<file path="src/rtl/iir_pkg.sv">
// iir_pkg: shared widths, FSM encoding and coefficient address map for the IIR datapath.
package iir_pkg;
   localparam int INT = 12;
   localparam int FRAC = 16;
   localparam int SW = INT + FRAC + 1;
   localparam int AW = 2 * (INT + FRAC) + 1;
   localparam int PW = 2 * SW;
   localparam int ACW = 2 * SW + 2;
   localparam logic [2:0] S_IDLE   = 3'd0;
   localparam logic [2:0] S_MAC_FF = 3'd1;
   localparam logic [2:0] S_MAC_FB = 3'd2;
   localparam logic [2:0] S_OUT    = 3'd3;
   localparam logic [2:0] S_WAIT_Y = 3'd4;
   localparam logic [3:0] ADDR_B0  = 4'd0;
   function automatic logic [3:0] addr_a1(input int order);
      return 4'(order + 1);
   endfunction
endpackage

</file>
<file path="src/rtl/iir_mac_seq_if.sv">
// iir_mac_seq_if: sample input, coefficient/feedback write and sum output bundle.
interface iir_mac_seq_if;
   import iir_pkg::*;
   logic          s_valid;
   logic          s_ready;
   logic [SW-1:0] s_data;
   logic          coef_we;
   logic [3:0]    coef_addr;
   logic [SW-1:0] coef_data;
   logic          y_wr_en;
   logic [SW-1:0] y_wr_data;
   logic          m_valid;
   logic          m_ready;
   logic [AW-1:0] m_ff;
   logic [AW-1:0] m_fb;
   logic          err;
   modport slave (input s_valid, s_data, coef_we, coef_addr, coef_data, y_wr_en, y_wr_data, m_ready,
                  output s_ready, m_valid, m_ff, m_fb, err);
   modport master (output s_valid, s_data, coef_we, coef_addr, coef_data, y_wr_en, y_wr_data, m_ready,
                   input s_ready, m_valid, m_ff, m_fb, err);
endinterface

</file>
<file path="src/rtl/iir_sat.sv">
// iir_sat: clamps a guarded accumulator to the signed AW-bit range.
module iir_sat
   import iir_pkg::*;
(
   input  logic [ACW-1:0] i_d,
   output logic [AW-1:0]  o_q
);
   logic [ACW-AW:0] w_hi;
   assign w_hi = i_d[ACW-1:AW-1];
   // guard bits all equal to the AW sign bit means the value already fits
   assign o_q = (&w_hi || ~|w_hi) ? i_d[AW-1:0] : {i_d[ACW-1], {(AW-1){~i_d[ACW-1]}}};
endmodule

</file>
<file path="src/rtl/iir_mac_seq.sv">
// iir_mac_seq: one-multiplier sequencer producing feed-forward and feedback IIR sums.
module iir_mac_seq
   import iir_pkg::*;
#(
   parameter int ORDER = 2
)(
   input logic          aclk,
   input logic          aresetn,
   iir_mac_seq_if.slave bus
);
   logic [2:0]           r_state;
   logic [3:0]           r_k;
   logic signed [SW-1:0] r_x [0:ORDER];
   logic signed [SW-1:0] r_y [0:ORDER];
   logic signed [SW-1:0] r_b [0:ORDER];
   logic signed [SW-1:0] r_a [0:ORDER];
   logic [ACW-1:0]       r_acc_ff, r_acc_fb;
   logic [AW-1:0]        r_m_ff, r_m_fb;
   logic                 r_err;
   logic signed [SW-1:0] w_ma, w_mb;
   logic signed [PW-1:0] w_prod;
   logic [ACW-1:0]       w_prod_x;
   logic [AW-1:0]        w_sat_ff, w_sat_fb;
   always_comb begin
      w_ma = '0;
      w_mb = '0;
      for (int i = 0; i <= ORDER; i++)
         if (r_k == 4'(i)) begin
            w_ma = (r_state == S_MAC_FF) ? r_b[i] : r_a[i];
            w_mb = (r_state == S_MAC_FF) ? r_x[i] : r_y[i];
         end
   end
   assign w_prod = w_ma * w_mb;
   assign w_prod_x = {{2{w_prod[PW-1]}}, w_prod};
   iir_sat u_sat_ff (.i_d(r_acc_ff), .o_q(w_sat_ff));
   iir_sat u_sat_fb (.i_d(r_acc_fb), .o_q(w_sat_fb));
   always_ff @(posedge aclk or negedge aresetn) begin
      if (!aresetn) begin
         r_state  <= S_IDLE;
         r_k      <= '0;
         r_acc_ff <= '0;
         r_acc_fb <= '0;
         r_m_ff   <= '0;
         r_m_fb   <= '0;
         r_err    <= 1'b0;
         for (int i = 0; i <= ORDER; i++) begin
            r_x[i] <= '0;
            r_y[i] <= '0;
            r_b[i] <= '0;
            r_a[i] <= '0;
         end
      end else begin
         r_err <= r_err | (bus.coef_we && r_state != S_IDLE) | (bus.y_wr_en && r_state != S_WAIT_Y);
         case (r_state)
            S_IDLE: begin
               if (bus.coef_we)
                  for (int i = 0; i <= ORDER; i++) begin
                     if (bus.coef_addr == ADDR_B0 + 4'(i)) r_b[i] <= bus.coef_data;
                     if (i > 0 && bus.coef_addr == addr_a1(ORDER) + 4'(i - 1)) r_a[i] <= bus.coef_data;
                  end
               if (bus.s_valid) begin
                  r_x[0] <= bus.s_data;
                  for (int i = 1; i <= ORDER; i++) r_x[i] <= r_x[i-1];
                  r_acc_ff <= '0;
                  r_acc_fb <= '0;
                  r_k      <= '0;
                  r_state  <= S_MAC_FF;
               end
            end
            S_MAC_FF: begin
               r_acc_ff <= r_acc_ff + w_prod_x;
               r_k      <= (r_k == 4'(ORDER)) ? 4'd1 : r_k + 4'd1;
               if (r_k == 4'(ORDER)) r_state <= S_MAC_FB;
            end
            S_MAC_FB: begin
               // extra cycle after the last term registers the saturated sums
               if (r_k == 4'(ORDER + 1)) begin
                  r_m_ff  <= w_sat_ff;
                  r_m_fb  <= w_sat_fb;
                  r_state <= S_OUT;
               end else begin
                  r_acc_fb <= r_acc_fb + w_prod_x;
                  r_k      <= r_k + 4'd1;
               end
            end
            S_OUT: if (bus.m_ready) r_state <= S_WAIT_Y;
            S_WAIT_Y: begin
               if (bus.y_wr_en) begin
                  r_y[1] <= bus.y_wr_data;
                  for (int i = 2; i <= ORDER; i++) r_y[i] <= r_y[i-1];
                  r_state <= S_IDLE;
               end
            end
            default: r_state <= S_IDLE;
         endcase
      end
   end
   assign bus.s_ready = (r_state == S_IDLE);
   assign bus.m_valid = (r_state == S_OUT);
   assign bus.m_ff    = r_m_ff;
   assign bus.m_fb    = r_m_fb;
   assign bus.err     = r_err;
endmodule

</file>
<file path="src/flat_wrapper.sv">
// flat-port wrapper written by rule: the top's interface ports become plain ports
module iir_mac_seq_flat import iir_pkg::*;
#(
   parameter int ORDER = 2
)
  (aclk, aresetn, bus_s_valid, bus_s_data, bus_coef_we, bus_coef_addr, bus_coef_data, bus_y_wr_en, bus_y_wr_data, bus_m_ready, bus_s_ready, bus_m_valid, bus_m_ff, bus_m_fb, bus_err);
  iir_mac_seq_if bus_i ();
  input logic aclk;
  input logic aresetn;
  input wire logic [$bits(bus_i.s_valid)-1:0] bus_s_valid;
  input wire logic [$bits(bus_i.s_data)-1:0] bus_s_data;
  input wire logic [$bits(bus_i.coef_we)-1:0] bus_coef_we;
  input wire logic [$bits(bus_i.coef_addr)-1:0] bus_coef_addr;
  input wire logic [$bits(bus_i.coef_data)-1:0] bus_coef_data;
  input wire logic [$bits(bus_i.y_wr_en)-1:0] bus_y_wr_en;
  input wire logic [$bits(bus_i.y_wr_data)-1:0] bus_y_wr_data;
  input wire logic [$bits(bus_i.m_ready)-1:0] bus_m_ready;
  output wire logic [$bits(bus_i.s_ready)-1:0] bus_s_ready;
  output wire logic [$bits(bus_i.m_valid)-1:0] bus_m_valid;
  output wire logic [$bits(bus_i.m_ff)-1:0] bus_m_ff;
  output wire logic [$bits(bus_i.m_fb)-1:0] bus_m_fb;
  output wire logic [$bits(bus_i.err)-1:0] bus_err;
  assign bus_i.s_valid = bus_s_valid;
  assign bus_i.s_data = bus_s_data;
  assign bus_i.coef_we = bus_coef_we;
  assign bus_i.coef_addr = bus_coef_addr;
  assign bus_i.coef_data = bus_coef_data;
  assign bus_i.y_wr_en = bus_y_wr_en;
  assign bus_i.y_wr_data = bus_y_wr_data;
  assign bus_i.m_ready = bus_m_ready;
  assign bus_s_ready = bus_i.s_ready;
  assign bus_m_valid = bus_i.m_valid;
  assign bus_m_ff = bus_i.m_ff;
  assign bus_m_fb = bus_i.m_fb;
  assign bus_err = bus_i.err;
  iir_mac_seq #(.ORDER(ORDER)) u_core (.aclk(aclk), .aresetn(aresetn), .bus(bus_i));
endmodule
</file>
<file path="config.mk">
export PLATFORM = sky130hd
export DESIGN_NAME = iir_mac_seq_flat
export DESIGN_NICKNAME = d
export VERILOG_FILES = /design/src/rtl/iir_pkg.sv /design/src/rtl/iir_mac_seq_if.sv /design/src/rtl/iir_sat.sv /design/src/rtl/iir_mac_seq.sv /design/src/flat_wrapper.sv
export SDC_FILE = /design/constraint.sdc
export NUM_CORES = 2
export LEC_CHECK = 0
export BUFFER_PORTS_ARGS = -buffer_cell sky130_fd_sc_hd__buf_4
export CORE_ASPECT_RATIO = 1.2
export CORE_MARGIN = 2
export CORE_UTILIZATION = 60
export DETAILED_ROUTE_END_ITERATION = 7
export HOLD_SLACK_MARGIN = 0.1
export PLACE_DENSITY = 0.78
export SLEW_MARGIN = 20
export SYNTH_ARGS = -nofsm -noshare
export SYNTH_HDL_FRONTEND = slang
export SYNTH_SLANG_ARGS = --single-unit
</file>
<file path="constraint.sdc">
create_clock -name aclk -period 12.2 [get_ports aclk]
set_input_delay 0 -clock aclk [delete_from_list [all_inputs] [get_ports aclk]]
set_output_delay 0 -clock aclk [all_outputs]
set_load 0.05 [all_outputs]
</file>
==> impl_metrics.py <==
metrics = {
    "outcome": {
        "status": "completed",
    },
    "clock_network": {
        "tritoncts": "yes",
        "clock-root-buffer": "clkbuf_16",
        "clk_pin_slew_ns": 0.07,
        "cts_htree_levels": 2,
        "cts-buffers-inserted": 56,
        "clk_latency_ns": 0.68,
        "clockBufferDepth": 3,
        "clock-sinks": 532,
    },
    "timing": {
        "rsz0062_at_grt": "true",
        "hold-worst-slack_ns": 0.1370,
        "post-route-period-util_pct": 96.84,
        "skew_ns": 0.03709,
        "final.setup.worst_slack_ns": 0.3850,
        "finalSetupViolations": 0,
        "fin_crit_ns": 11.81,
        "drv_slew": 0,
        "relSlewSlack_pct": 24.75,
        "hold_viol": 0,
        "tns_ns": 0,
        "max_freq_ghz": 0.08464,
        "worstMarginPinSlew_ns": 1.126,
    },
    "placed_design": {
        "io_buffers": 213,
        "dp.cells": 8114,
        "hpwl_um": 154500,
        "gp_congestion": 1.057,
        "place_ws_ns": 0.2474,
    },
    "synthesis": {
        "yosysWarnings": 58,
        "syn_inst": 6657,
        "synth_fa_ha_area_share_pct": 36.91,
        "seq_area_frac_synth_pct": 22.58,
        "ys_types": 79,
        "synth_edf_count": 0,
        "synth_compound_area_share_pct": 9.382,
        "ys_ff_latch": 532,
        "synthFlopType": "dfrtp_1",
        "async_flop_share_pct": 100.0,
        "synthMuxAreaShare_pct": 4.090,
        "synth_xor_area_share_pct": 2.630,
        "avgSynthCellArea_sq_um": 8.855,
        "synth_top_family_by_area": "adder cells",
        "netlist_area_sq_um": 58950,
        "syn_nets": 7951,
        "synth-simple-area-share_pct": 16.27,
    },
    "grt": {
        "grt_pass1_wl_um": 307500,
        "grt_start_max_net_pins": 170,
        "grt.total_usage_pct": 40.25,
        "antenna_found_initial": 12,
        "grt_pass1_vias": 52830,
        "gr-total-overflow": 0,
    },
    "cells_and_area": {
        "final_cell_count_no_fill": 8383,
        "finalNetCount": 8354,
        "final_common_cell": "nand2_1",
        "multi_input_area_sq_um": 41110,
        "layout-drive-gt1-share_pct": 13.24,
        "area_delta_synth_final_pct": 14.08,
        "final_cell_mix": "nand2_1, inv_1, fa_1",
        "n_fill_cell": 7359,
        "seq_area_sq_um": 13310,
    },
    "floorplan": {
        "design.die.area_sq_um": 100800,
        "die_h_um": 347.4,
        "fp.coreArea_sq_um": 97120,
        "ios": 214,
        "rows": 125,
        "die_w_um": 290.1,
        "start_util_pct": 60.69,
    },
    "detailed_routing": {
        "routed_via_density": 5.992,
        "drtAntennaViolNets": 0,
        "vias": 50230,
        "drtPass1Iterations": 6,
        "totalWireLength_um": 201200,
        "wl_per_cell_um": 24.00,
        "drcViolationCount": 0,
        "drt-initial-drc-count": 4515,
    },
    "worst_setup_path": {
        "crit_fanout": 22,
        "reg2reg_to": "u_core.r_acc_ff[56]",
        "cp_data_required_time_ns": 12.73,
        "start_kind": "flop",
        "cpMostUsedCell": "fa_1",
        "reg2reg_from": "u_core.r_k[1]",
        "reg2reg_slack_ns": 0.39,
        "path_class": "reg -> reg",
        "cp-end-kind": "flop",
        "cp_slowest_cell": "fa_1",
        "rr_worst_depth": 48,
        "path_delay_family": "adder cells",
        "path_buf_inv": 12,
        "cp.arrival_ns": 12.34,
        "slowest_delay_ns": 0.56,
    },
    "worst_hold_path": {
        "min_path_cells": 3,
        "holdPathEnd": "u_core.r_y[55]",
        "min_from": "bus_y_wr_data[26]",
        "hold_path.class": "in -> reg",
    },
    "run": {
        "drv_cap": 0,
    },
}
cell usage after synthesis (all sizes together) (9+ instances only):
cell type  instances  share of area (%)
dfrtp            532                 23
mux2             207                4.0
o21bai            23               0.31
xor2              75                1.1
inv              914                5.8
a21oi            406                3.5
a22o              11               0.16
clkbuf           315                2.0
ha               294                6.2
fa               903                 31
or3                9              0.096
xnor2            102                1.5
o21ai            228                2.0
and2              65               0.69
a31oi             27               0.29
nand4             43               0.46
a211oi            31               0.43
nand3            128                1.1
nand2b            24               0.25
nor2b             24               0.25
o211ai            18               0.24
o31ai             12               0.21
and3              24               0.25
nor2             666                4.2
nor3              27               0.24
o21a              18               0.23
a21o              93                1.2
nand2           1292                8.2
buf               42               0.31
routing by layer:
layer  wire (um)  GRT usage, %  vias to the layer above
li1            -             -                    21680
met1       67740         45.81                    24820
met2       95410         66.80                     2795
met3       19110         9.302                      937
met4       18850         29.51                        8
met5          65             0                        -
tightest hold or removal path, delay by kind of cell:
| family | cells | cell delay (ns) |
|---|---|---|
| multiplexers | 1 | 0.13 |
| buffers and inverters | 2 | 0.63 |
worst max path at each step:
stage	startpoint	endpoint	slack (ns)	cells after the start
4_1_cts	u_core.r_k[2]	u_core.r_acc_ff[56]	0.19	46
6_report	u_core.r_k[1]	u_core.r_acc_ff[56]	0.39	48
3_3_place_gp	u_core.r_k[2]	u_core.r_acc_ff[56]	0.32	46
5_1_grt	u_core.r_k[1]	u_core.r_acc_ff[56]	-0.07	48
3_5_place_dp	u_core.r_k[2]	u_core.r_acc_ff[56]	0.25	46
2_1_floorplan	u_core.r_state[0]	u_core.r_acc_fb[59]	0.98	50
flip-flops by register name, indices dropped and copies added (netlist names), 57 cells and up:
name	count
u_core.r_x	87
u_core.bus.m_fb	57
u_core.r_y	58
u_core.bus.m_ff	57
u_core.r_a	58
u_core.r_b	87
u_core.r_acc_fb	60
u_core.r_acc_ff	60
stage by stage:
step                area (sq um)  utilization, %
floorplan                  58950               -
global placement           63520           65.40
detailed placement         63520           65.40
CTS                        66990           68.98
global route               67250           69.24
finish                     67250           69.24
area by class of cell:
| type | count | area share, % |
|---|---|---|
| Multi-Input combinational cell | 4856 | 61.13 |
| Sequential cell | 532 | 19.80 |
| Timing Repair Buffer | 700 | 8.713 |
| Inverter | 914 | 5.101 |
| Clock buffer | 78 | 2.387 |
| Tap cell | 1270 | 2.363 |
| Clock inverter | 27 | 0.4893 |
| Antenna cell | 6 | 0.02233 |
timing repair:
action                     CTS  global route
setup endpoints to repair    0            39
hold endpoints to repair   346             0
buffers inserted             0             3
hold buffers               152             0
resized for setup            0            54
cells by family (layout without fill, tap and decap cells):
group / count (synthesis) / after routing
xor gates and xnor gates: 177 / 177
AOI/OAI and AO/OA: 927 / 927
other: 0 / 6
muxes: 215 / 215
buffers and inverters: 1271 / 1719
DFF: 532 / 532
and+or+nand+nor: 2338 / 2340
adders and majority gates: 1197 / 1197
Power is left out: the tool's default activity adds up to more than one toggle a clock period on the data nets, which glitch-free logic cannot reach.
